**src/rtl/button_cmd_arbiter.sv**
```systemverilog
// button_cmd_arbiter: collects one-cycle button press pulses into per-button
// pending latches, picks one pending button per cycle round-robin, and queues
// its index in a small FIFO drained by the consumer via a valid/ready handshake.
// A press landing on an already-pending, not-granted button is coalesced and
// raises the sticky overflow flag.
module button_cmd_arbiter #(
    parameter int N_BTN      = 5,
    parameter int FIFO_DEPTH = 4,
    parameter int ID_W       = 3
) (
    input  logic                          clk,
    input  logic                          rst,
    input  logic [N_BTN-1:0]              btn_down,
    input  logic                          cmd_ready,
    input  logic                          ovf_clr,
    output logic                          cmd_valid,
    output logic [ID_W-1:0]               cmd_id,
    output logic [N_BTN-1:0]              pending,
    output logic [$clog2(FIFO_DEPTH):0]   fifo_count,
    output logic                          overflow
);

    localparam int PTR_W = $clog2(FIFO_DEPTH);
    localparam int CNT_W = PTR_W + 1;

    localparam logic [CNT_W-1:0] FULL_COUNT = CNT_W'(FIFO_DEPTH);
    localparam logic [ID_W-1:0]  LAST_ID    = ID_W'(N_BTN - 1);

    logic [ID_W-1:0]  rr_ptr;
    logic [PTR_W-1:0] wr_ptr;
    logic [PTR_W-1:0] rd_ptr;
    logic [ID_W-1:0]  fifo_mem [FIFO_DEPTH];

    logic [N_BTN-1:0] hi_req;
    logic [N_BTN-1:0] req;
    logic [N_BTN-1:0] grant;
    logic [ID_W-1:0]  grant_id;
    logic             fifo_full;
    logic             push;
    logic             pop;
    logic             coalesce;

    assign fifo_full = (fifo_count == FULL_COUNT);
    assign push      = |grant;
    assign pop       = cmd_valid & cmd_ready;
    assign coalesce  = |(btn_down & pending & ~grant);

    // Round-robin pick: prefer pending bits at or above rr_ptr, else wrap to the lowest pending bit.
    always_comb begin
        // NOTE: every output of this block gets a default first, so no path leaves a latch behind.
        hi_req   = '0;
        grant    = '0;
        grant_id = '0;
        for (int i = 0; i < N_BTN; i++) begin
            hi_req[i] = pending[i] && (ID_W'(i) >= rr_ptr);
        end
        req = (hi_req != '0) ? hi_req : pending;
        if (!fifo_full) begin
            // Scanning downward leaves the lowest set bit as the final winner.
            for (int i = N_BTN - 1; i >= 0; i--) begin
                if (req[i]) begin
                    grant    = '0;
                    grant[i] = 1'b1;
                    grant_id = ID_W'(i);
                end
            end
        end
    end

    // Pending latches, sticky overflow and the round-robin pointer.
    always_ff @(posedge clk) begin
        // NOTE: registers use non-blocking assignments so every flop samples pre-edge values.
        if (rst) begin
            pending  <= '0;
            overflow <= 1'b0;
            rr_ptr   <= '0;
        end else begin
            pending <= (pending & ~grant) | btn_down;
            if (coalesce) begin
                overflow <= 1'b1;
            end else if (ovf_clr) begin
                overflow <= 1'b0;
            end
            if (push) begin
                rr_ptr <= (grant_id == LAST_ID) ? '0 : grant_id + ID_W'(1);
            end
        end
    end

    // FIFO pointers and occupancy; pointers wrap naturally since the depth is a power of two.
    always_ff @(posedge clk) begin
        if (rst) begin
            wr_ptr     <= '0;
            rd_ptr     <= '0;
            fifo_count <= '0;
        end else begin
            if (push) begin
                wr_ptr <= wr_ptr + PTR_W'(1);
            end
            if (pop) begin
                rd_ptr <= rd_ptr + PTR_W'(1);
            end
            case ({push, pop})
                2'b10:   fifo_count <= fifo_count + CNT_W'(1);
                2'b01:   fifo_count <= fifo_count - CNT_W'(1);
                default: fifo_count <= fifo_count;
            endcase
        end
    end

    // FIFO storage write port.
    always_ff @(posedge clk) begin
        // NOTE: the storage array has no reset; stale entries are never visible because cmd_id is masked by cmd_valid.
        if (push) begin
            fifo_mem[wr_ptr] <= grant_id;
        end
    end

    assign cmd_valid = (fifo_count != '0);
    assign cmd_id    = cmd_valid ? fifo_mem[rd_ptr] : '0;

endmodule
```
**config.mk**
```make
export PLATFORM = sky130hd
export DESIGN_NAME = button_cmd_arbiter
export DESIGN_NICKNAME = d
export VERILOG_FILES = /design/src/rtl/button_cmd_arbiter.sv
export SDC_FILE = /design/constraint.sdc
export NUM_CORES = 1
export LEC_CHECK = 0
export BUFFER_PORTS_ARGS = -buffer_cell sky130_fd_sc_hd__buf_4
export CAP_MARGIN = 20
export CORE_MARGIN = 2
export CORE_UTILIZATION = 61
export CTS_CLUSTER_SIZE = 16
export DETAILED_ROUTE_END_ITERATION = 10
export PLACE_DENSITY_LB_ADDON = 0.1
export SYNTH_ARGS = -nofsm -noshare
export SYNTH_HDL_FRONTEND = slang
export SYNTH_SLANG_ARGS = --single-unit
```
**constraint.sdc**
```tcl
create_clock -name clk -period 8.4 [get_ports clk]
set_input_delay 2.52 -clock clk [delete_from_list [all_inputs] [get_ports clk]]
set_output_delay 2.52 -clock clk [all_outputs]
set_load 0.05 [all_outputs]
```
## Word-level counts from Yosys, hierarchy flattened

Memory sizes are Yosys's and may differ from the RTL's. A register that Yosys moved wholly into a read port is not among the register bits.
Cells that the tools add are included.

| word-level totals | value |
|---|---|
| bits in registers | 16 |
| bits in writable memories | 12 |
| bits of input ports | 9 |
| memories | 1 |

Memory list:

| name | depth | bits a word | read ports | clocked after Yosys merged registers in | wr ports | RTL line | text |
|---|---|---|---|---|---|---|---|
| fifo_mem | 4 | 3 | 1 | 1 | 1 | 32 | `logic [ID_W-1:0] fifo_mem [FIFO_DEPTH];` |

| cells by class | value |
|---|---|
| add/sub/neg operators | 5 |
| magnitude comparators | 5 |
| eq/ne operators | 4 |
| muxes and demuxes | 22 |
| bitwise logic cells | 6 |
| reductions and logical operators | 11 |

Operators by type and width:

| kind | count |
|---|---|
| $mux 5 | 7 |
| $mux 3 | 8 |
| $and 5x5->5 | 3 |
| $reduce_or 5->1 | 2 |
| $add 3x1->3 const B | 2 |
| $eq 3x3->1 const B | 2 |
| $ge 1x3->1 const A | 2 |
| $ge 2x3->1 const A | 2 |
| $pmux 3 s2 | 1 |
| $logic_and 1x1->1 | 5 |
| $not 5->5 | 1 |
| $or 5x5->5 | 1 |
| $reduce_bool 5->1 | 1 |
| $add 2x1->2 const B | 2 |
| $mux 1 | 4 |
| $mux 2 | 2 |
| $reduce_bool 2->1 | 2 |
| $ge 3x3->1 const A | 1 |
| $reduce_bool 3->1 | 1 |
| $sub 3x1->3 const B | 1 |
| $eq 2x1->1 const B | 1 |
| $eq 2x2->1 const B | 1 |
| $and 1x1->1 | 1 |

## Depth between registers and ports, before layout

| logic depth | value |
|---|---|
| depth after elaboration | 14 |
| gate-level depth with buffers | 13 |

## Least setup slack after synthesis

OpenSTA, ideal clock, no wires.

| timing | value |
|---|---|
| path type | reg-to-output |
| from | register fifo_count[0] |
| to | output port cmd_id[0] |
| arrival | 1.705 ns |
| data required time | 5.880 ns |
| slack | 4.175 ns |
| stages on the path, launching flop included | 3 |
| path buffers | 0 |
| cells stage by stage | dfxtp_1 -> or3_1 -> and2_1 |

| between the ends | value |
|---|---|
| cells in the longest elaborated chain, start to end | 2 |

Ends and longest elaborated chain:

| item | RTL line | text |
|---|---|---|
| start, declared | 19 | `output logic [$clog2(FIFO_DEPTH):0] fifo_count,` |
| start signal, assigned | 104 | `2'b10: fifo_count <= fifo_count + CNT_W'(1);` |
| start signal, assigned | 105 | `2'b01: fifo_count <= fifo_count - CNT_W'(1);` |
| start signal, assigned | 106 | `default: fifo_count <= fifo_count;` |
| $reduce_bool 3->1 | 119 | `assign cmd_valid = (fifo_count != '0);` |
| via cmd_valid | 16 | `output logic cmd_valid,` |
| $mux 3 | 120 | `assign cmd_id = cmd_valid ? fifo_mem[rd_ptr] : '0;` |
| end, declared | 17 | `output logic [ID_W-1:0] cmd_id,` |

The timed path passes the listed nets, and every way through them passes these cells.

==> flow_metrics.py <==
metrics = {
    "timing": {
        "min_period_ps": 4120,
        "hold_viol": 0,
        "finalCritPeriodShare_pct": 49.1,
        "setup_tns_ps": 0,
        "timing.fmax_ghz": 0.243,
        "tightest_slew_ps": 889,
        "setup_viol": 0,
        "slew_headroom_pct": 40.2,
        "rsz0062_at_grt": "false",
        "maxSlewViolCount": 0,
        "setup_slack_ps": 4280,
        "skew_ps": 3.57,
    },
    "synthesis": {
        "synth.avg_cell_area_um2": 10.0,
        "synth_edf_count": 12,
        "synth-async-reset-ratio_pct": 0,
        "netlist.area_leader.share_pct": 21.8,
        "synth_top_area_cell": "dfxtp_1",
        "synth_fp_nets": 182,
        "yosysMostFrequentCell": "dfxtp_1",
        "yosys_warnings": 0,
        "synthDistinctLibCells": 49,
        "ys.flop_type": "dfxtp_1",
        "netlist_top_cells_area": "dfxtp_1 22%, edfxtp_1 22%, ha_1 5.3%",
        "synth_commonest_cells": "18 x dfxtp_1, 16 x nor2_1, 14 x inv_1",
        "synth-seq-cells": 30,
        "netlist_instances": 165,
        "syn-cell-area_um2": 1660,
        "synth.yosys.seq_area_share_pct": 43.5,
    },
    "critical_path": {
        "cp_data_required_time_ps": 5880,
        "path_max_fanout": 3,
        "reg2reg_to": "rr_ptr[2]",
        "rr_worst_depth": 9,
        "r2r-start": "pending[4]",
        "r2r_slack_ps": 5070,
        "setup.worst_path.class": "flip-flop to primary output",
        "cp.arrival_ps": 1600,
        "startpoint_type": "flip-flop",
        "end_kind": "primary output",
    },
    "detailed_routing": {
        "drt_iter0_drc": 82,
        "ant_nets": 0,
        "vias_per_cell": 6.16,
        "dr.pass1.iters": 4,
        "routed_wl_um": 3430,
        "via_count": 1337,
        "post-route-drc-count": 0,
        "wl_per_cell_um": 15.8,
    },
    "place": {
        "globalplace.congestion": 0.884,
        "dpl-instance-area_um2": 1820,
        "dp_cells": 209,
        "dp_hpwl_um": 2580,
        "place_ws_ps": 4350,
        "portBuffers": 21,
    },
    "grt": {
        "grt_pass1_wl_um": 5840,
        "grt_pass1_vias": 1255,
        "grt_antenna_before_repair": 0,
        "grt_max_degree": 18,
        "overflow": 0,
        "track_usage_pct": 23.9,
    },
    "layout": {
        "instances_no_fill": 217,
        "regArea_um2": 721,
        "drive_gt1_share_pct": 20.9,
        "nFillCells": 193,
        "syn_to_final_growth_pct": 13.2,
        "design_area_um2": 1870,
        "n_antenna_cell": 0,
        "multi_input_area_um2": 851,
        "num-nets-final": 203,
    },
    "floorplanning": {
        "initial_core_util_pct": 65.6,
        "dieArea_um2": 3150,
        "core_area_um2": 2520,
        "die_x_um": 56.1,
        "row_count": 18,
        "fp.dieH_um": 56.1,
        "ios": 22,
    },
    "min_path": {
        "min_path_cells": 2,
        "hp-start": "wr_ptr[1]",
        "hold_class": "flip-flop to flip-flop",
        "min_to": "wr_ptr[1]",
    },
    "power_and_ir_drop": {
        "powerDensity_nw_per_um2": 355,
        "power_uw": 664,
        "p_leak_nw": 0.743,
        "ir_drop_uv": 284,
    },
    "clocking": {
        "numCtsBuffers": 5,
        "cts.path.max_buffers": 2,
        "cts_setup_buffers": 0,
        "clk-insertion-delay-late_ps": 320,
        "cts-root-buf": "clkbuf_4",
        "cts_resized": 0,
        "h-tree-depth": 2,
        "clk_pin_slew_worst_paths_ps": 90,
        "clkSinkCount": 30,
        "hold_buffers": 0,
        "cts_tree": "done",
    },
    "run_status": {
        "outcome": "complete, no violations",
    },
    "run": {
        "maxCapViolCount": 0,
    },
}
==> cells by family (layout without fill, tap and decap cells) <==
logic type	after synthesis	after routing	synth area share (%)
and+or+nand+nor	54	54	17.6
DFF	30	30	43.5
buffers and inverters	21	43	5.06
adders and majority gates	8	8	6.50
AOI/OAI and AO/OA	44	44	20.4
xor gates and xnor gates	4	4	2.12
muxes	4	4	4.76
==> cells in the final DEF, fill, tap and decap left out, types with 3 or more instances in the layout <==
cell type,instances
dfxtp_1,18
o21ai_0,8
nand2_1,7
buf_4,21
nand3_1,4
mux4_2,3
a21oi_1,12
and3_1,5
inv_1,14
nand2b_1,3
clkbuf_4,5
nor2_1,16
edfxtp_1,12
xor2_1,3
ha_1,7
and2_1,4
==> critical path: stages, from the launching register on <==
cell	delay [ps]
dfxtp_1	430
mux4_2	510
and2_1	170
buf_4	180
==> layer usage <==
| metal | up-vias | share of wire [%] | GRT usage (%) | wire [um] |
|---|---|---|---|---|
| met5 | - | 0 | 0 | 0 |
| met4 | 0 | 0.85 | 6.46 | 29 |
| met3 | 4 | 6.4 | 7.21 | 220 |
| met2 | 56 | 52 | 42.2 | 1780 |
| met1 | 630 | 41 | 28.2 | 1400 |
| li1 | 647 | - | - | - |
==> worst max path at each step <==
| stage | startpoint | to | slack [ps] | depth (start not counted) |
|---|---|---|---|---|
| final | flip-flop | cmd_id[2] | 4280 | 3 |
| after global routing | flip-flop | cmd_id[0] | 4180 | 3 |
| after CTS | flip-flop | cmd_id[2] | 4250 | 3 |
| after detailed placement | cmd_ready | fifo_count[2] | 4350 | 8 |
| after global placement | cmd_ready | fifo_count[2] | 4390 | 8 |
| after floorplan | fifo_count[0] | cmd_id[0] | 4180 | 2 |
==> registers in the layout (all words and copies together) (netlist names), named ones only <==
name,count
wr_ptr,2
pending,5
fifo_mem,12
overflow,1
rr_ptr,3
fifo_count,3
rd_ptr,2
==> final cells by class <==
cell class                      count  area share, %
Clock buffer                        5           2.00
Clock inverter                      3          0.868
Inverter                           14           2.81
Multi-Input combinational cell    114           45.4
Sequential cell                    30           38.5
Tap cell                           30           2.00
Timing Repair Buffer               21           8.42
==> power breakdown <==
group	switching (mW)	total, mW	internal, mW
clock network	0.0490	0.0801	0.0311
logic	0.210	0.338	0.129
registers	0.0444	0.246	0.201
==> metrics by stage <==
stage | utilization, % | hold WS, ps
after floorplan | - | 484
after global placement | 72.1 | 502
after detailed placement | 72.1 | 517
after CTS | 74.3 | 531
after global routing | 74.3 | 559
final | 74.3 | 527
(Power assumes the default switching activity.)
